**src/rtl/ring_xfer_ctrl_pkg.sv**
```systemverilog
`default_nettype none
// -----------------------------------------------------------------------------
// ring_xfer_ctrl_pkg : state codes and majority-vote helper for ring_xfer_ctrl
// Rev 1.0
// -----------------------------------------------------------------------------
package ring_xfer_ctrl_pkg;

   localparam int STATE_W = 4;
   localparam int VOTE_W  = 32;

   typedef enum logic [STATE_W-1:0] {
      ST_IDLE       = 4'd0,
      ST_LOAD_ADDR  = 4'd1,
      ST_W4DATA     = 4'd2,
      ST_W4_EVT_AMT = 4'd3,
      ST_INC_SAMP   = 4'd4,
      ST_READ       = 4'd5,
      ST_LAST       = 4'd6,
      ST_NEXT_L1A   = 4'd7,
      ST_ABORT      = 4'd8
   } state_e;

   function automatic logic [VOTE_W-1:0] maj3(input logic [VOTE_W-1:0] a,
                                              input logic [VOTE_W-1:0] b,
                                              input logic [VOTE_W-1:0] c);
      return (a & b) | (a & c) | (b & c);
   endfunction

endpackage
`default_nettype wire

```
**src/rtl/ring_xfer_ctrl_if.sv**
```systemverilog
`default_nettype none
// -----------------------------------------------------------------------------
// ring_xfer_ctrl_if : L1A/ring/event-buffer handshake bundle of ring_xfer_ctrl
// Rev 1.0
// -----------------------------------------------------------------------------
interface ring_xfer_ctrl_if
   import ring_xfer_ctrl_pkg::*;
#(
   parameter int SAMP_W = 7
);
   logic               L1A_BUF_MT;
   logic               RING_AMT;
   logic               EVT_BUF_AFL;
   logic               EVT_BUF_AMT;
   logic [SAMP_W-1:0]  SAMP_MAX;
   logic               LD_ADDR;
   logic               RD;
   logic               NXT_L1A;
   logic               ABORT_EVT;
   logic               TMR_ERR;
   logic [SAMP_W-1:0]  SAMP_CNT;
   logic [STATE_W-1:0] EVT_STATE;

   // master: the transfer controller itself
   modport master (
      input  L1A_BUF_MT, RING_AMT, EVT_BUF_AFL, EVT_BUF_AMT, SAMP_MAX,
      output LD_ADDR, RD, NXT_L1A, ABORT_EVT, TMR_ERR, SAMP_CNT, EVT_STATE
   );

   modport slave (
      output L1A_BUF_MT, RING_AMT, EVT_BUF_AFL, EVT_BUF_AMT, SAMP_MAX,
      input  LD_ADDR, RD, NXT_L1A, ABORT_EVT, TMR_ERR, SAMP_CNT, EVT_STATE
   );
endinterface
`default_nettype wire

```
**src/rtl/ring_xfer_ctrl_tmr_vote_reg.sv**
```systemverilog
`default_nettype none
// -----------------------------------------------------------------------------
// tmr_vote_reg : register with optional triple copies, majority vote, mismatch
// Rev 1.0
// -----------------------------------------------------------------------------
module tmr_vote_reg
   import ring_xfer_ctrl_pkg::*;
#(
   parameter int W   = 1,
   parameter int TMR = 1
)(
   input  logic         clk,
   input  logic         rst,
   input  logic [W-1:0] d,
   output logic [W-1:0] q,
   output logic         err
);

   generate
      if (TMR != 0) begin : g_tmr
         logic [W-1:0] copy_1_q;
         logic [W-1:0] copy_2_q;
         logic [W-1:0] copy_3_q;

         always_ff @(posedge clk) begin
            if (rst) begin
               copy_1_q <= '0;
               copy_2_q <= '0;
               copy_3_q <= '0;
            end else begin
               copy_1_q <= d;
               copy_2_q <= d;
               copy_3_q <= d;
            end
         end

         assign q   = W'(maj3(VOTE_W'(copy_1_q), VOTE_W'(copy_2_q), VOTE_W'(copy_3_q)));
         assign err = (copy_1_q != copy_2_q) || (copy_1_q != copy_3_q);
      end else begin : g_single
         logic [W-1:0] copy_1_q;

         always_ff @(posedge clk) begin
            if (rst) begin
               copy_1_q <= '0;
            end else begin
               copy_1_q <= d;
            end
         end

         assign q   = copy_1_q;
         assign err = 1'b0;
      end
   endgenerate

endmodule
`default_nettype wire

```
**src/rtl/ring_xfer_ctrl.sv**
```systemverilog
`default_nettype none
// -----------------------------------------------------------------------------
// ring_xfer_ctrl : moves one L1A event from the sample ring to the event buffer
// Rev 1.0
// -----------------------------------------------------------------------------
module ring_xfer_ctrl
   import ring_xfer_ctrl_pkg::*;
#(
   parameter int SAMP_W         = 7,
   parameter int WORDS_PER_SAMP = 96,
   parameter int SEQ_W          = 7,
   parameter int TMR            = 1,
   parameter int TO_W           = 12,
   parameter int TIMEOUT        = 4000
)(
   input  logic             CLK,
   input  logic             RST,
   ring_xfer_ctrl_if.master bus
);

   logic [STATE_W-1:0] state_q, state_d;
   logic [SAMP_W-1:0]  smp_q, smp_d;
   logic [SEQ_W-1:0]   seq_q, seq_d;
   logic [TO_W-1:0]    timer_q, timer_d;
   logic [3:0]         pulse_q, pulse_d;
   logic [4:0]         err;
   logic               tmr_err_q, tmr_err_d;
   logic               wait_cur, wait_nxt, timed_out;

   always_comb begin
      state_d   = ST_IDLE;
      wait_cur  = (state_q == ST_W4DATA) || (state_q == ST_W4_EVT_AMT);
      timed_out = (TIMEOUT != 0) && wait_cur && (timer_q == TO_W'(TIMEOUT - 1));

      case (state_q)
         ST_IDLE:       state_d = bus.L1A_BUF_MT ? ST_IDLE : ST_LOAD_ADDR;
         ST_LOAD_ADDR:  state_d = ST_W4DATA;
         ST_W4DATA: begin
            if (!bus.RING_AMT && bus.EVT_BUF_AFL) state_d = ST_W4_EVT_AMT;
            else if (!bus.RING_AMT)               state_d = ST_INC_SAMP;
            else                                  state_d = ST_W4DATA;
         end
         ST_W4_EVT_AMT: state_d = bus.EVT_BUF_AMT ? ST_INC_SAMP : ST_W4_EVT_AMT;
         ST_INC_SAMP:   state_d = ST_READ;
         ST_READ:       state_d = (seq_q == SEQ_W'(WORDS_PER_SAMP - 2)) ? ST_LAST : ST_READ;
         ST_LAST: begin
            if (smp_q == bus.SAMP_MAX) state_d = ST_NEXT_L1A;
            else if (bus.EVT_BUF_AFL)  state_d = ST_W4_EVT_AMT;
            else if (bus.RING_AMT)     state_d = ST_W4DATA;
            else                       state_d = ST_INC_SAMP;
         end
         ST_NEXT_L1A:   state_d = ST_IDLE;
         ST_ABORT:      state_d = ST_IDLE;
         default:       state_d = ST_IDLE;
      endcase

      // a stalled event is dropped regardless of what the inputs ask for
      if (timed_out) begin
         state_d = ST_ABORT;
      end

      // timer survives hops between the two wait states
      wait_nxt = (state_d == ST_W4DATA) || (state_d == ST_W4_EVT_AMT);
      timer_d  = (wait_cur && wait_nxt) ? timer_q + 1'b1 : '0;

      smp_d = smp_q;
      if ((state_d == ST_IDLE) || (state_d == ST_LOAD_ADDR)) begin
         smp_d = '1;
      end else if (state_d == ST_INC_SAMP) begin
         smp_d = smp_q + 1'b1;
      end

      seq_d = '0;
      if ((state_d == ST_READ) || (state_d == ST_LAST)) begin
         seq_d = seq_q + 1'b1;
      end

      pulse_d[3] = (state_d == ST_LOAD_ADDR);
      pulse_d[2] = (state_d == ST_INC_SAMP) || (state_d == ST_READ) || (state_d == ST_LAST);
      pulse_d[1] = (state_d == ST_NEXT_L1A) || (state_d == ST_ABORT);
      pulse_d[0] = (state_d == ST_ABORT);

      tmr_err_d = |err;
   end

   tmr_vote_reg #(.W(STATE_W), .TMR(TMR)) u_state (
      .clk (CLK), .rst (RST), .d (state_d), .q (state_q), .err (err[0])
   );

   tmr_vote_reg #(.W(SAMP_W), .TMR(TMR)) u_smp (
      .clk (CLK), .rst (RST), .d (smp_d), .q (smp_q), .err (err[1])
   );

   tmr_vote_reg #(.W(SEQ_W), .TMR(TMR)) u_seq (
      .clk (CLK), .rst (RST), .d (seq_d), .q (seq_q), .err (err[2])
   );

   tmr_vote_reg #(.W(TO_W), .TMR(TMR)) u_timer (
      .clk (CLK), .rst (RST), .d (timer_d), .q (timer_q), .err (err[3])
   );

   tmr_vote_reg #(.W(4), .TMR(TMR)) u_pulse (
      .clk (CLK), .rst (RST), .d (pulse_d), .q (pulse_q), .err (err[4])
   );

   always_ff @(posedge CLK) begin
      if (RST) begin
         tmr_err_q <= 1'b0;
      end else begin
         tmr_err_q <= tmr_err_d;
      end
   end

   assign bus.LD_ADDR   = pulse_q[3];
   assign bus.RD        = pulse_q[2];
   assign bus.NXT_L1A   = pulse_q[1];
   assign bus.ABORT_EVT = pulse_q[0];
   assign bus.TMR_ERR   = tmr_err_q;
   assign bus.SAMP_CNT  = smp_q;
   assign bus.EVT_STATE = state_q;

endmodule
`default_nettype wire

```
**src/flat_wrapper.sv**
```systemverilog
// flat-port wrapper written by rule: the top's interface ports become plain ports
module ring_xfer_ctrl_flat import ring_xfer_ctrl_pkg::*;
#(
   parameter int SAMP_W         = 7,
   parameter int WORDS_PER_SAMP = 96,
   parameter int SEQ_W          = 7,
   parameter int TMR            = 1,
   parameter int TO_W           = 12,
   parameter int TIMEOUT        = 4000
)
  (CLK, RST, bus_L1A_BUF_MT, bus_RING_AMT, bus_EVT_BUF_AFL, bus_EVT_BUF_AMT, bus_SAMP_MAX, bus_LD_ADDR, bus_RD, bus_NXT_L1A, bus_ABORT_EVT, bus_TMR_ERR, bus_SAMP_CNT, bus_EVT_STATE);
  ring_xfer_ctrl_if #(.SAMP_W(SAMP_W)) bus_i ();
  input  logic CLK;
  input  logic RST;
  input wire logic [$bits(bus_i.L1A_BUF_MT)-1:0] bus_L1A_BUF_MT;
  input wire logic [$bits(bus_i.RING_AMT)-1:0] bus_RING_AMT;
  input wire logic [$bits(bus_i.EVT_BUF_AFL)-1:0] bus_EVT_BUF_AFL;
  input wire logic [$bits(bus_i.EVT_BUF_AMT)-1:0] bus_EVT_BUF_AMT;
  input wire logic [$bits(bus_i.SAMP_MAX)-1:0] bus_SAMP_MAX;
  output wire logic [$bits(bus_i.LD_ADDR)-1:0] bus_LD_ADDR;
  output wire logic [$bits(bus_i.RD)-1:0] bus_RD;
  output wire logic [$bits(bus_i.NXT_L1A)-1:0] bus_NXT_L1A;
  output wire logic [$bits(bus_i.ABORT_EVT)-1:0] bus_ABORT_EVT;
  output wire logic [$bits(bus_i.TMR_ERR)-1:0] bus_TMR_ERR;
  output wire logic [$bits(bus_i.SAMP_CNT)-1:0] bus_SAMP_CNT;
  output wire logic [$bits(bus_i.EVT_STATE)-1:0] bus_EVT_STATE;
  assign bus_i.L1A_BUF_MT = bus_L1A_BUF_MT;
  assign bus_i.RING_AMT = bus_RING_AMT;
  assign bus_i.EVT_BUF_AFL = bus_EVT_BUF_AFL;
  assign bus_i.EVT_BUF_AMT = bus_EVT_BUF_AMT;
  assign bus_i.SAMP_MAX = bus_SAMP_MAX;
  assign bus_LD_ADDR = bus_i.LD_ADDR;
  assign bus_RD = bus_i.RD;
  assign bus_NXT_L1A = bus_i.NXT_L1A;
  assign bus_ABORT_EVT = bus_i.ABORT_EVT;
  assign bus_TMR_ERR = bus_i.TMR_ERR;
  assign bus_SAMP_CNT = bus_i.SAMP_CNT;
  assign bus_EVT_STATE = bus_i.EVT_STATE;
  ring_xfer_ctrl #(.SAMP_W(SAMP_W), .WORDS_PER_SAMP(WORDS_PER_SAMP), .SEQ_W(SEQ_W), .TMR(TMR), .TO_W(TO_W), .TIMEOUT(TIMEOUT)) u_core (.CLK(CLK), .RST(RST), .bus(bus_i));
endmodule
```
**config.mk**
```make
export PLATFORM = sky130hd
export DESIGN_NAME = ring_xfer_ctrl_flat
export DESIGN_NICKNAME = d
export VERILOG_FILES = /design/src/rtl/ring_xfer_ctrl_pkg.sv /design/src/rtl/ring_xfer_ctrl_if.sv /design/src/rtl/ring_xfer_ctrl_tmr_vote_reg.sv /design/src/rtl/ring_xfer_ctrl.sv /design/src/flat_wrapper.sv
export SDC_FILE = /design/constraint.sdc
export NUM_CORES = 1
export LEC_CHECK = 0
export BUFFER_PORTS_ARGS = -buffer_cell sky130_fd_sc_hd__buf_2
export CORE_ASPECT_RATIO = 0.75
export CORE_MARGIN = 1
export CORE_UTILIZATION = 51
export DETAILED_ROUTE_END_ITERATION = 8
export PLACE_DENSITY = 0.75
export REMOVE_ABC_BUFFERS = 1
export SLEW_MARGIN = 20
export SYNTH_ARGS = -nofsm -noshare
export SYNTH_HDL_FRONTEND = slang
export SYNTH_HIERARCHICAL = 1
export SYNTH_SLANG_ARGS = --single-unit
```
**constraint.sdc**
```tcl
create_clock -name CLK -period 2.15 [get_ports CLK]
set_input_delay 0.1075 -clock CLK [delete_from_list [all_inputs] [get_ports CLK]]
set_output_delay 0.1075 -clock CLK [all_outputs]
set_load 0.01 [all_outputs]
```
=== Word-level counts from Yosys, hierarchy flattened ===
Cells that the tools add are included.

* Register bits: 34
* Input bits: 13
* Output and inout port bits: 16
* Word-level logic and storage cells: 68

* Add/subtract/negate cells: 3
* Equal/unequal tests: 17
* Multiplexer cells: 11
* Bitwise operators: 17
* Reduce and logical (&&, ||, !) cells: 15

{| class="wikitable"
|+ Operators by type and width
! cell !! number
|-
| $eq 4x3->1 const B || 7
|-
| $or 7x7->7 || 4
|-
| $pmux 4 s7 || 1
|-
| $or 12x12->12 || 2
|-
| $eq 4x2->1 const B || 4
|-
| $mux 4 || 4
|-
| $or 4x4->4 || 4
|-
| $add 7x1->7 const B || 2
|-
| $and 7x7->7 || 2
|-
| $mux 7 || 2
|-
| $add 12x1->12 const B || 1
|-
| $and 12x12->12 || 1
|-
| $eq 12x12->1 const B || 1
|-
| $and 4x4->4 || 2
|-
| $eq 4x1->1 const B || 2
|-
| $logic_not 4->1 || 2
|-
| $eq 7x7->1 || 1
|-
| $eq 7x7->1 const B || 1
|-
| $logic_or 1x1->1 || 7
|-
| $mux 3 || 2
|-
| $eq 4x4->1 const B || 1
|-
| $reduce_or 2->1 || 2
|-
| $logic_and 1x1->1 || 3
|-
| $mux 2 || 1
|-
| other kinds (3) || 4
|}

=== Depth between registers and ports, before layout ===
Gate-level depths: netlist of the first run.

* Depth after elaboration: 12
* Mapped depth: 10
* Depth with buffers taken out: 9

=== Modules after synthesis ===
The synthesis of the first run kept the hierarchy.

{| class="wikitable"
|+ By module, submodules not included
! module !! times used !! cells each !! area an instance (µm²) !! seq. area each (µm²)
|-
| ring_xfer_ctrl || 1 || 153 || 1009.7 || 20.0
|-
| tmr_vote_reg (u_core.u_seq ...) || 2 || 16 || 195.2 || 140.1
|-
| tmr_vote_reg (u_core.u_timer) || 1 || 27 || 377.9 || 240.2
|-
| tmr_vote_reg (u_core.u_pulse ...) || 2 || 10 || 116.4 || 80.1
|}

=== Worst setup path before layout of the first run ===
No wires, ideal clock.

* Path type: reg2reg
* Start: register u_core.u_state.g_tmr.copy_3_q[3]
* End: register u_core.u_smp.g_tmr.copy_3_q[5]
* Setup time: 114 ps
* Arrival time: 2284 ps
* Required time: 2036 ps
* Slack: -248 ps
* Stages on the path, launching flop included: 10
* Buffers on the path: 2
* Cell sequence: dfxtp_1 > buf_6 > or3b_1 > buf_2 > o31ai_2 > a21oi_1 > and4b_4 > or4_1 > and2_1 > nor2b_1

* Word-level cells in the longest chain between the ends: 10
* Elaborated cells between the ends (all ways): 20
* Those cells by class: eq/ne: 8; mux: 4; bitwise: 3; reduce/logical: 5

{| class="wikitable"
|+ Ends and longest elaborated chain
! element !! line !! source
|-
| start: declaration || ring_xfer_ctrl_tmr_vote_reg.sv:23 || <nowiki>logic [W-1:0] copy_3_q;</nowiki>
|-
| start signal: assignment || ring_xfer_ctrl_tmr_vote_reg.sv:29 || <nowiki>copy_3_q <= '0;</nowiki>
|-
| start signal: assignment || ring_xfer_ctrl_tmr_vote_reg.sv:33 || <nowiki>copy_3_q <= d;</nowiki>
|-
| $and 4x4->4 * || ring_xfer_ctrl_pkg.sv:26 || <nowiki>return (a & b) | (a & c) | (b & c);</nowiki>
|-
| $or 4x4->4 || ring_xfer_ctrl_pkg.sv:26 ||
|-
| $or 4x4->4 * || ring_xfer_ctrl_pkg.sv:26 ||
|-
| branches (longest 3 deep; another with $pmux 4 s7) || -- ||
|-
| $mux 4 * || ring_xfer_ctrl.sv:58 || <nowiki>if (timed_out) begin</nowiki>
|-
| $eq 4x3->1, or another cell as far along || ring_xfer_ctrl.sv:69 || <nowiki>end else if (state_d == ST_INC_SAMP) begin</nowiki>
|-
| $mux 7 or $logic_or 1x1->1 (tied branches) || ring_xfer_ctrl.sv:69, ring_xfer_ctrl.sv:67 ||
|-
| $mux 7 * || ring_xfer_ctrl.sv:67 || <nowiki>if ((state_d == ST_IDLE) || (state_d == ST_LOAD_ADDR)) begin</nowiki>
|-
| named net u_core.smp_d[5] || ring_xfer_ctrl.sv:22 || <nowiki>logic [SAMP_W-1:0] smp_q, smp_d;</nowiki>
|-
| end signal: assignment || ring_xfer_ctrl_tmr_vote_reg.sv:29 ||
|-
| end signal: assignment || ring_xfer_ctrl_tmr_vote_reg.sv:33 ||
|-
| end: declaration || ring_xfer_ctrl_tmr_vote_reg.sv:23 ||
|}

Mark *: on every way through the listed nets, which the timed path passes.
A chain may end at the register's enable or synchronous reset.

=== Worst setup path in the final report of the first run ===
* Start: register u_core.u_timer.g_tmr.copy_3_q[6]
* End: register u_core.u_smp.g_tmr.copy_3_q[6]

* Word-level cells in the longest chain between the ends: 9
* Elaborated cells between the ends (all ways): 12
* Those cells by class: eq/ne: 3; mux: 3; bitwise: 3; reduce/logical: 3

{| class="wikitable"
|+ Ends and longest elaborated chain
! element !! line !! source
|-
| start: declaration || ring_xfer_ctrl_tmr_vote_reg.sv:23 ||
|-
| start signal: assignment || ring_xfer_ctrl_tmr_vote_reg.sv:29 ||
|-
| start signal: assignment || ring_xfer_ctrl_tmr_vote_reg.sv:33 ||
|-
| $and 12x12->12 * || ring_xfer_ctrl_pkg.sv:26 ||
|-
| $or 12x12->12 || ring_xfer_ctrl_pkg.sv:26 ||
|-
| $or 12x12->12 * || ring_xfer_ctrl_pkg.sv:26 ||
|-
| $eq 12x12->1 * || ring_xfer_ctrl.sv:33 || <nowiki>timed_out = (TIMEOUT != 0) && wait_cur && (timer_q == TO_W'(TIMEOUT - 1));</nowiki>
|-
| $logic_and 1x1->1 * || ring_xfer_ctrl.sv:33 ||
|-
| $mux 4 * || ring_xfer_ctrl.sv:58 ||
|-
| named net u_core.state_d[3] || ring_xfer_ctrl.sv:21 || <nowiki>logic [STATE_W-1:0] state_q, state_d;</nowiki>
|-
| $eq 4x3->1, or another cell as far along || ring_xfer_ctrl.sv:69 ||
|-
| $mux 7 or $logic_or 1x1->1 (tied branches) || ring_xfer_ctrl.sv:69, ring_xfer_ctrl.sv:67 ||
|-
| $mux 7 * || ring_xfer_ctrl.sv:67 ||
|-
| named net u_core.smp_d[6] || ring_xfer_ctrl.sv:22 ||
|}

Mark *: on every way through the listed nets, which the timed path passes. The rest lies on a longest branch.

==> results of run 1 <==
==> area by class of cell <==
class / count / area share
timing repair buffer: 87 / 0.212
clock buffer: 8 / 0.0346
tap: 52 / 0.0225
inverter: 8 / 0.0112
multi-input combinational: 177 / 0.475
sequential: 35 / 0.245
==> cell families after synthesis <==
logic type,Yosys count,synth area share
mux,2,0.00996
other cells,5,0.00934
compound gates,19,0.0678
xor+xnor,22,0.0958
simple gates,125,0.383
flops,35,0.348
buf+inv,20,0.0604
fa+ha+maj,4,0.0249
==> what timing repair did <==
action	CTS	global route
hold buffers	0	0
cloned	0	1
pin swaps	10	11
buffers inserted	5	7
gates resized for setup	19	37
endpoints found under the setup margin	20	19
==> routing by layer <==
layer / GRT usage / up-vias
met5: 0 / -
met4: 0.0485 / 0
met3: 0.0646 / 6
met2: 0.393 / 65
met1: 0.376 / 935
li1: - / 940
==> worst max-delay path: stages (launching register included) <==
cell and delay (ns):
dfxtp_2 0.32, or4b_4 0.56, nor4_4 0.22, and4b_4 0.26, or4_1 0.51, and2_1 0.15
nor2b_2 0.14
==> per-stage QoR <==
| step | hold WS, ns | setup slack [ns] | util | cell area, um^2 |
|---|---|---|---|---|
| final | 0.144 | -0.149 | 0.781 | 2900 |
| after global routing | 0.135 | -0.191 | 0.781 | 2900 |
| after CTS | 0.114 | -0.0730 | 0.732 | 2710 |
| after detailed placement | 0.415 | -0.242 | 0.668 | 2480 |
| after global placement | 0.408 | -0.188 | 0.668 | 2480 |
| after floorplan | 0.172 | -0.296 | - | 1920 |
==> state kept, by name, summed over array words and instances (netlist names) <==
| signal | flops |
|---|---|
| u_core/u_seq/g_tmr.copy_3_q | 7 |
| u_core/u_timer/g_tmr.copy_3_q | 12 |
| u_core/u_smp/g_tmr.copy_3_q | 7 |
| u_core/u_state/g_tmr.copy_3_q | 4 |
| u_core/bus.TMR_ERR | 1 |
| u_core/u_pulse/g_tmr.copy_3_q | 4 |
==> placed cells by master (no fill, tap or decap), types with 2 or more instances in the layout <==
cell type,count
a211o_1,2
a21oi_1,2
a21oi_2,2
a31oi_1,2
a31oi_4,2
and2_1,3
and2b_2,2
and3_1,2
buf_2,28
buf_4,51
buf_6,8
clkbuf_8,7
conb_1,5
dfxtp_1,29
dfxtp_2,6
ha_1,2
inv_1,6
mux2i_1,2
nand2_1,10
nand2b_1,3
nand3_1,6
nand4_1,7
nand4b_1,3
nor2_1,25
nor2_2,5
nor2_4,2
nor2b_1,21
nor2b_2,9
nor2b_4,3
nor3_1,2
nor4_4,2
o211ai_1,2
or4_1,3
or4b_4,2
xnor2_1,10
xor2_1,12
==> path summary, 6_finish.rpt <==
kind                                          from                               end  slack [ns]  cells after the start
setup reg to reg  u_core/u_timer/g_tmr.copy_3_q[6]    u_core/u_smp/g_tmr.copy_3_q[6]       -0.15                      6
hold / removal                      bus_L1A_BUF_MT  u_core/u_pulse/g_tmr.copy_3_q[3]        0.14                      3
hold reg to reg     u_core/u_seq/g_tmr.copy_3_q[0]    u_core/u_seq/g_tmr.copy_3_q[0]        0.65                      3
setup / recovery  u_core/u_timer/g_tmr.copy_3_q[6]    u_core/u_smp/g_tmr.copy_3_q[6]       -0.15                      6
==> where the power goes <==
part           switching, mW  internal (mW)
registers             0.0255          0.677
clock network          0.237          0.292
logic                  0.224          0.223
==> summary.md, run 1 <==
| Metric | Value |
|---|---|
| Status | finished, violations left |
| Violated checks | setup timing |
| CTS tree | built |
| Row count | 19 |
| Wirelength per Cell | 14.7 um |
| Worst slew margin | 0.582 |
| Req. time, crit path | 2.31 ns |
| Area taken by multi-input logic gates | 1380 um^2 |
| Layout filler cell count | 254 |
| Worst Path Arrival | 2.46 ns |
| DR iter-0 viols | 79 |
| Post-Route M1 WL | 2420 um |
| Fin cells | 367 |
| Clock skew | 0.00519 ns |
| Final setup fails | 5 |
| Pwr Total | 1.68 mW |
| Setup WS post-layout | -0.149 ns |
| Largest buffer count on any clock path | 2 |
| Synth top area share | 0.348 |
| Worst hold path type | in -> reg |
| Count leader, synth | dfxtp_1 |
| CTS Sinks | 35 |
| Top cell type by total area after synthesis | dfxtp_1 |
| Hold Violations, Final | 0 |
| Clock Tree Root | clkbuf_8 |
| Detail Route met3 WL | 329 um |
| Clk slew on worst S/H paths | 0.07 ns |
| Final WL | 5400 um |
| Vias per cell | 5.30 |
| First-pass GRT wire length | 8230 um |
| Fmax | 0.435 GHz |
| DIE HEIGHT | 56.4 um |
| CTS buffer count | 5 |
| Final worst-path cycle share | 1.07 |
| Total track usage | 0.260 |
| Synth top area cells | dfxtp_1 (35%), nor2b_1 (7.2%), nor2_1 (6.0%) |
| Worst vdd ir | 494 uV |
| Met2 wire len | 2610 um |
| Initial antenna violation count | 0 |
| Dpl cells | 347 |
| Synth async-reset ratio | 0 |
| Final setup TNS | -0.273 ns |
| Post-route DRC | 0 |
| H-Tree Depth | 2 |
| DIE AREA | 4200 um^2 |
| Worst-Skew Late Latency | 0.29 ns |
| Layout cell share with drive strength beyond 1 | 0.467 |
| Startpoint types | register |
| Flops & latches, synth | 35 |
| Crit path kind | reg -> reg |
| Synth top cells by count | dfxtp_1 (35), nor2_1 (32), nor2b_1 (23) |
| DP HPWL | 3310 um |
| Post-synth top flop | dfxtp_1 |
| RSZ-0062 raised after global routing | yes |
| Post-route ant nets | 0 |
| Storage cell area | 708 um^2 |
| Pwr per Cell Area | 580 nW/um^2 |
| I/O pins | 29 |
| Post-Synthesis Cells | 232 |
| Sequential area share after synthesis | 0.348 |
| Initial DRT Pass Iterations | 4 |
| # Max-Cap Violations | 0 |
| Leakage | 1.18 nW |
| Post-synthesis cell type count | 48 |
| Routability cong. | 0.891 |
| Avg Cell Area, Syn | 8.67 um^2 |
| Slew @ Worst Pin | 0.628 ns |
| Area Growth Syn to Fin | 44.0% |
| Vias after detailed routing | 1946 |
| Slew Limit Fails | 0 |
| Mapped Area | 2010 um^2 |
| IO Port Bufs | 28 |
| Post-synth EDFFs | 0 |
| Final nets | 331 |
| Top sig layer | met4 |
| Final global-route overflow total | 0 |
| Die width | 74.5 um |
| Inserted Diodes | 0 |
| Largest net degree at the start of global routing | 26 |
| Crit end category | register |
| Core area | 3710 um^2 |
| Crit-path max FO | 3 |
| Initial Utilization | 0.542 |
| Tmin final | 2.30 ns |
| Synth warnings | 6 |
| Vias in the first global route | 1713 |
No activity file was read; power rests on OpenSTA's default activity.
==> inputs of run 2 (changes only) <==
--- a/config.mk
+++ b/config.mk
@@ -6,11 +6,12 @@
 export NUM_CORES = 1
 export LEC_CHECK = 0
 export BUFFER_PORTS_ARGS = -buffer_cell sky130_fd_sc_hd__buf_2
+export CAP_MARGIN = 5
 export CORE_ASPECT_RATIO = 0.75
 export CORE_MARGIN = 1
-export CORE_UTILIZATION = 51
+export CORE_UTILIZATION = 50
 export DETAILED_ROUTE_END_ITERATION = 8
-export PLACE_DENSITY = 0.75
+export PLACE_DENSITY = 0.72
 export REMOVE_ABC_BUFFERS = 1
 export SLEW_MARGIN = 20
 export SYNTH_ARGS = -nofsm -noshare
==> run 2 against run 1 <==
  * The run still ends with setup timing left
  * Clock-buffer cell count shrank 2
  * Register-to-register slack is essentially flat
  * Combinational power shrank 6.9%
  * Utilization shrank 2.6 points
  * Via count shrank 5.0%
  * Hold slack lost 0.017 ns
  * Largest cell class unchanged
==> summary.md, run 2 (same netlist as run 1, synthesis figures left out) <==
| Metric | Value |
|---|---|
| Status | finished, violations left |
| Violated checks | setup timing |
| Req. time, crit path | 2.31 ns |
| Worst vdd ir | 515 uV |
| CTS buffer count | 5 |
| Dpl cells | 347 |
| Hold Violations, Final | 0 |
| Setup WS post-layout | -0.148 ns |
| DP HPWL | 3400 um |
| CTS Sinks | 35 |
| Register-to-Register Path Depth | 6 |
| Tmin final | 2.30 ns |
| Worst hold path type | in -> reg |
| Routability cong. | 0.856 |
| Largest net degree at the start of global routing | 24 |
| Final global-route overflow total | 0 |
| Core area | 3760 um^2 |
| Die width | 75.2 um |
| Initial Utilization | 0.535 |
| RSZ-0062 raised after global routing | yes |
| Final nets | 328 |
| DR iter-0 viols | 128 |
| Clock Tree Root | clkbuf_8 |
| Hold Path Stages | 3 |
| Area Growth Syn to Fin | 41.0% |
| Largest register FFs | 12 |
| # Max-Cap Violations | 0 |
| Crit end category | register |
| CTS tree | built |
| Initial antenna violation count | 0 |
| Layout cell share with drive strength beyond 1 | 0.432 |
| Total track usage | 0.248 |
| Crit-path max FO | 4 |
| Largest buffer count on any clock path | 2 |
| Slew Limit Fails | 0 |
| DIE AREA | 4280 um^2 |
| Final setup fails | 6 |
| Largest reg by FF count | u_core/u_timer/g_tmr.copy_3_q |
| Leakage | 1.16 nW |
| Final setup TNS | -0.399 ns |
| Startpoint types | register |
| Fmax | 0.435 GHz |
| Fin cells | 362 |
| Pwr per Cell Area | 548 nW/um^2 |
| Hold WS | 0.127 ns |
| H-Tree Depth | 2 |
| Vias after detailed routing | 1849 |
| Worst-Skew Late Latency | 0.29 ns |
| First-pass GRT wire length | 7820 um |
| Commonest non-fill, non-tap cell in the layout | buf_4 |
| Vias per cell | 5.11 |
| I/O pins | 29 |
| Initial DRT Pass Iterations | 4 |
| Post-route ant nets | 0 |
| Commonest non-fill, non-tap cells in the layout | buf_4 (49), nor2_1 (30), buf_2 (28), dfxtp_1 (28), nor2b_1 (22) |
| Biggest regs | u_core/u_timer/g_tmr.copy_3_q: 12 flops, u_core/u_seq/g_tmr.copy_3_q: 7 flops, u_core/u_smp/g_tmr.copy_3_q: 7 flops |
| IO Port Bufs | 28 |
| Clock skew | 0.00507 ns |
| Crit path kind | reg -> reg |
| Wirelength per Cell | 13.8 um |
| DIE HEIGHT | 56.9 um |
| Final worst-path cycle share | 1.07 |
| Layout filler cell count | 288 |
| Final WL | 4980 um |
| Post-route DRC | 0 |
| Worst Path Arrival | 2.46 ns |
| Vias in the first global route | 1713 |
| Inserted Diodes | 0 |
| Row count | 19 |
| Clk slew on worst S/H paths | 0.06 ns |
| Pwr Total | 1.55 mW |
==> run 2: cell count changes in the layout (fill, tap and decap cells not counted), sizes merged <==
cell,previous run,this run
buf,87,83
clkbuf,8,7
==> run 2: layer usage <==
layer | vias up | GRT usage | share of wire
met2 | 51 | 0.367 | 0.44
met3 | 7 | 0.0700 | 0.061
li1 | 938 | - | -
met1 | 853 | 0.347 | 0.48
met5 | - | 0 | 0
met4 | 0 | 0.0873 | 0.015
==> run 2: timing repair <==
action,in CTS,in global routing
endpoints found under the setup margin,19,19
setup buffers,6,4
gates resized for setup,13,30
pin swaps,9,10
hold buffers,0,0
gates cloned,0,1
endpoints found under the hold margin,0,0
==> run 2: stage by stage <==
stage	setup WS [ns]	util	cell area (um^2)
2_1_floorplan	-0.296	-	1920
3_3_place_gp	-0.158	0.663	2490
3_5_place_dp	-0.290	0.663	2490
4_1_cts	-0.108	0.710	2670
5_1_grt	-0.238	0.755	2840
6_report	-0.148	0.755	2840
==> run 2: critical path, cell delays in order (launching register included) <==
cell     delay [ns]
dfxtp_2        0.32
or4b_4         0.56
nor4_4         0.27
and4b_4        0.27
or4_4          0.50
and2_1         0.14
nor2b_1        0.12
==> run 2: layout make-up <==
class	instances	area [um^2]	area share
Clock buffer	6	72.6	0.0256
Inverter	8	32.5	0.0115
Multi-Input combinational cell	177	1340	0.474
Sequential cell	35	712	0.251
Tap cell	52	65.1	0.0229
Timing Repair Buffer	84	609	0.215
==> run 2: path summary, 6_finish.rpt <==
check                                                 startpoint                                to  slack [ns]
worst max-delay path            u_core/u_timer/g_tmr.copy_3_q[6]    u_core/u_smp/g_tmr.copy_3_q[6]       -0.15
worst max register to register  u_core/u_timer/g_tmr.copy_3_q[6]    u_core/u_smp/g_tmr.copy_3_q[6]       -0.15
worst min-delay path                              bus_L1A_BUF_MT  u_core/u_pulse/g_tmr.copy_3_q[3]        0.13
worst min register to register    u_core/u_seq/g_tmr.copy_3_q[0]    u_core/u_seq/g_tmr.copy_3_q[0]        0.63
==> run 2: power breakdown <==
group | switching [mW] | leakage, nW | internal [mW]
clock | 0.218 | 0.0371 | 0.216
combinational | 0.212 | 0.830 | 0.204
sequential | 0.0264 | 0.289 | 0.677
total | 0.457 | 1.16 | 1.10
==> inputs of run 3 (changes only) <==
--- a/config.mk
+++ b/config.mk
@@ -9,9 +9,9 @@
 export CAP_MARGIN = 5
 export CORE_ASPECT_RATIO = 0.75
 export CORE_MARGIN = 1
-export CORE_UTILIZATION = 50
+export CORE_UTILIZATION = 51
 export DETAILED_ROUTE_END_ITERATION = 8
-export PLACE_DENSITY = 0.72
+export PLACE_DENSITY = 0.73
 export REMOVE_ABC_BUFFERS = 1
 export SLEW_MARGIN = 20
 export SYNTH_ARGS = -nofsm -noshare
==> run 3 against run 2 <==
  * The flow still finishes with violations (setup timing)
  * Design area increased by 3.5%
  * Non-clock buffer count up 1
  * Sequential share of layout area down 0.89 points
  * Hold slack got worse by 0.0078 ns
  * Global-route usage increased by 2.2 points
  * Highest routed layer unchanged
  * Power is 15% higher
  * Utilization is 3.6 points higher
  * Worst setup slack got worse by 0.044 ns
  * Critical path depth stayed put
  * Die area decreased by 1.9%
  * Maximum frequency shrank 1.9%
  * First-iteration DRC count is 31% lower
==> summary.md, run 3 (same netlist as run 1, synthesis figures left out) <==
| Metric | Value |
|---|---|
| IO Port Bufs | 28 |
| DIE HEIGHT | 56.4 um |
| Worst path cell trace | or4b_4, nor4_4, and4b_4, or4_4, and2_4, nor2b_1 |
| First-pass GRT wire length | 8450 um |
| Routability cong. | 0.865 |
| Core area | 3710 um^2 |
| Vias in the first global route | 1835 |
| Final WL | 5350 um |
| Commonest non-fill, non-tap cells in the layout | buf_4 (49), dfxtp_1 (29), buf_2 (28), nor2_1 (23), nor2b_1 (22) |
| Layout cell share with drive strength beyond 1 | 0.473 |
| Fin cells | 365 |
| Worst Path Arrival | 2.49 ns |
| Clock skew | 0.00867 ns |
| Biggest regs | u_core/u_timer/g_tmr.copy_3_q: 12 flops, u_core/u_seq/g_tmr.copy_3_q: 7 flops, u_core/u_smp/g_tmr.copy_3_q: 7 flops |
| Post-route DRC | 0 |
| Initial DRT Pass Iterations | 4 |
| Register-to-Register Path Depth | 6 |
| CTS tree | built |
| Req. time, crit path | 2.30 ns |
| Final setup fails | 14 |
| H-Tree Depth | 2 |
| I/O pins | 29 |
| Post-route ant nets | 0 |
| Largest register FFs | 12 |
| Crit-path max FO | 5 |
| Initial Utilization | 0.542 |
| DIE AREA | 4200 um^2 |
| Startpoint types | register |
| CTS Sinks | 35 |
| Final setup TNS | -0.927 ns |
| CTS buffer count | 5 |
| CP peak stage delay | 0.56 ns |
| Inserted Diodes | 0 |
| Layout filler cell count | 243 |
| Fmax | 0.427 GHz |
| Tmin final | 2.34 ns |
| Vias per cell | 5.38 |
| Violated checks | setup timing |
| Crit end category | register |
| Setup WS post-layout | -0.192 ns |
| Worst vdd ir | 546 uV |
| Slew @ Worst Pin | 0.756 ns |
| Final worst-path cycle share | 1.09 |
| Vias after detailed routing | 1963 |
| Setup crit start | u_core/u_timer/g_tmr.copy_3_q[6] |
| Final nets | 329 |
| Total track usage | 0.270 |
| Commonest non-fill, non-tap cell in the layout | buf_4 |
| Dpl cell area | 2500 um^2 |
| Clock Tree Root | clkbuf_8 |
| Clk slew on worst S/H paths | 0.08 ns |
| Area Growth Syn to Fin | 45.9% |
| Slowest cell on the critical path | or4b_4 |
| Pwr per Cell Area | 607 nW/um^2 |
| CP endpoint | u_core/u_smp/g_tmr.copy_3_q[6] |
| Largest buffer count on any clock path | 2 |
| Dpl cells | 348 |
| Initial antenna violation count | 0 |
| Status | finished, violations left |
| Largest reg by FF count | u_core/u_timer/g_tmr.copy_3_q |
| R2r setup slk | -0.19 ns |
| Worst hold path type | in -> reg |
| Row count | 19 |
| Leakage | 1.19 nW |
| FF-to-FF End | u_core/u_smp/g_tmr.copy_3_q[6] |
| DR iter-0 viols | 88 |
| # Max-Cap Violations | 0 |
| Wirelength per Cell | 14.7 um |
| Design Area, Final | 2930 um^2 |
| Crit path kind | reg -> reg |
| Hold Violations, Final | 0 |
| Slew Limit Fails | 0 |
| Final global-route overflow total | 0 |
| Worst flop-to-flop path startpoint | u_core/u_timer/g_tmr.copy_3_q[6] |
| RSZ-0062 raised after global routing | yes |
| Post-cts hold buffer count | 0 |
| DP HPWL | 3270 um |
| Critical path's top delay family | simple AND/OR/NAND/NOR gates |
| CP bufs+invs | 0 |
| Worst slew margin | 0.496 |
| Die width | 74.5 um |
| Worst-Skew Late Latency | 0.29 ns |
| Critical path depth | 6 |
| Largest net degree at the start of global routing | 36 |
## run 3: power breakdown
part,switching (mW),total (mW),internal (mW)
Clock,0.245,0.620,0.375
Sequential,0.0274,0.704,0.676
Combinational,0.229,0.456,0.227
## run 3: per-stage QoR
step	util	worst slack, ns	hold WS, ns	power, mW
3_3_place_gp	0.673	-0.164	0.410	1.06
4_1_cts	0.760	-0.113	0.120	1.74
5_1_grt	0.791	-0.212	0.124	1.85
2_1_floorplan	-	-0.296	0.172	0.882
3_5_place_dp	0.673	-0.236	0.422	1.06
6_report	0.791	-0.192	0.119	1.78
## run 3: worst reg2reg max path, cell delays in order (launching register included)
cell     delay [ns]
dfxtp_2        0.33
or4b_4         0.56
nor4_4         0.25
and4b_4        0.27
or4_4          0.52
and2_4         0.15
nor2b_1        0.11
## run 3: cell type report
cell class                      count  area [um^2]  area share
Inverter                            8         30.0      0.0102
Timing Repair Buffer               85          623       0.212
Clock buffer                        6         82.6      0.0281
Multi-Input combinational cell    177         1390       0.473
Tap cell                           52         65.1      0.0222
Sequential cell                    35          711       0.242
Clock inverter                      2         35.0      0.0119
## run 3: worst min-delay path by stage
stage | slack [ns] | end | cells past startpoint | from
after floorplan | 0.17 | u_core/u_timer/g_tmr.copy_3_q[5] | 1 | RST
after global placement | 0.41 | u_core/u_pulse/g_tmr.copy_3_q[3] | 3 | bus_L1A_BUF_MT
after global routing | 0.12 | u_core/u_pulse/g_tmr.copy_3_q[3] | 3 | bus_L1A_BUF_MT
after CTS | 0.12 | u_core/u_pulse/g_tmr.copy_3_q[3] | 3 | bus_L1A_BUF_MT
final | 0.12 | u_core/u_pulse/g_tmr.copy_3_q[3] | 3 | bus_L1A_BUF_MT
after detailed placement | 0.42 | u_core/u_pulse/g_tmr.copy_3_q[3] | 3 | bus_L1A_BUF_MT
## run 3: what timing repair did
action	CTS	global route
endpoints found under the setup margin	19	19
cloned	1	0
gates resized for setup	34	23
pin swaps	16	7
buffers inserted	4	4
## run 3: metal layers
layer  share of wire  wire, um  vias to the layer above  GRT usage
li1                -         -                      942          -
met2            0.47      2520                       69      0.448
met4           0.018        97                        0      0.105
met5               0         0                        -          0
met1            0.45      2400                      940      0.344
met3           0.061       325                       12     0.0503
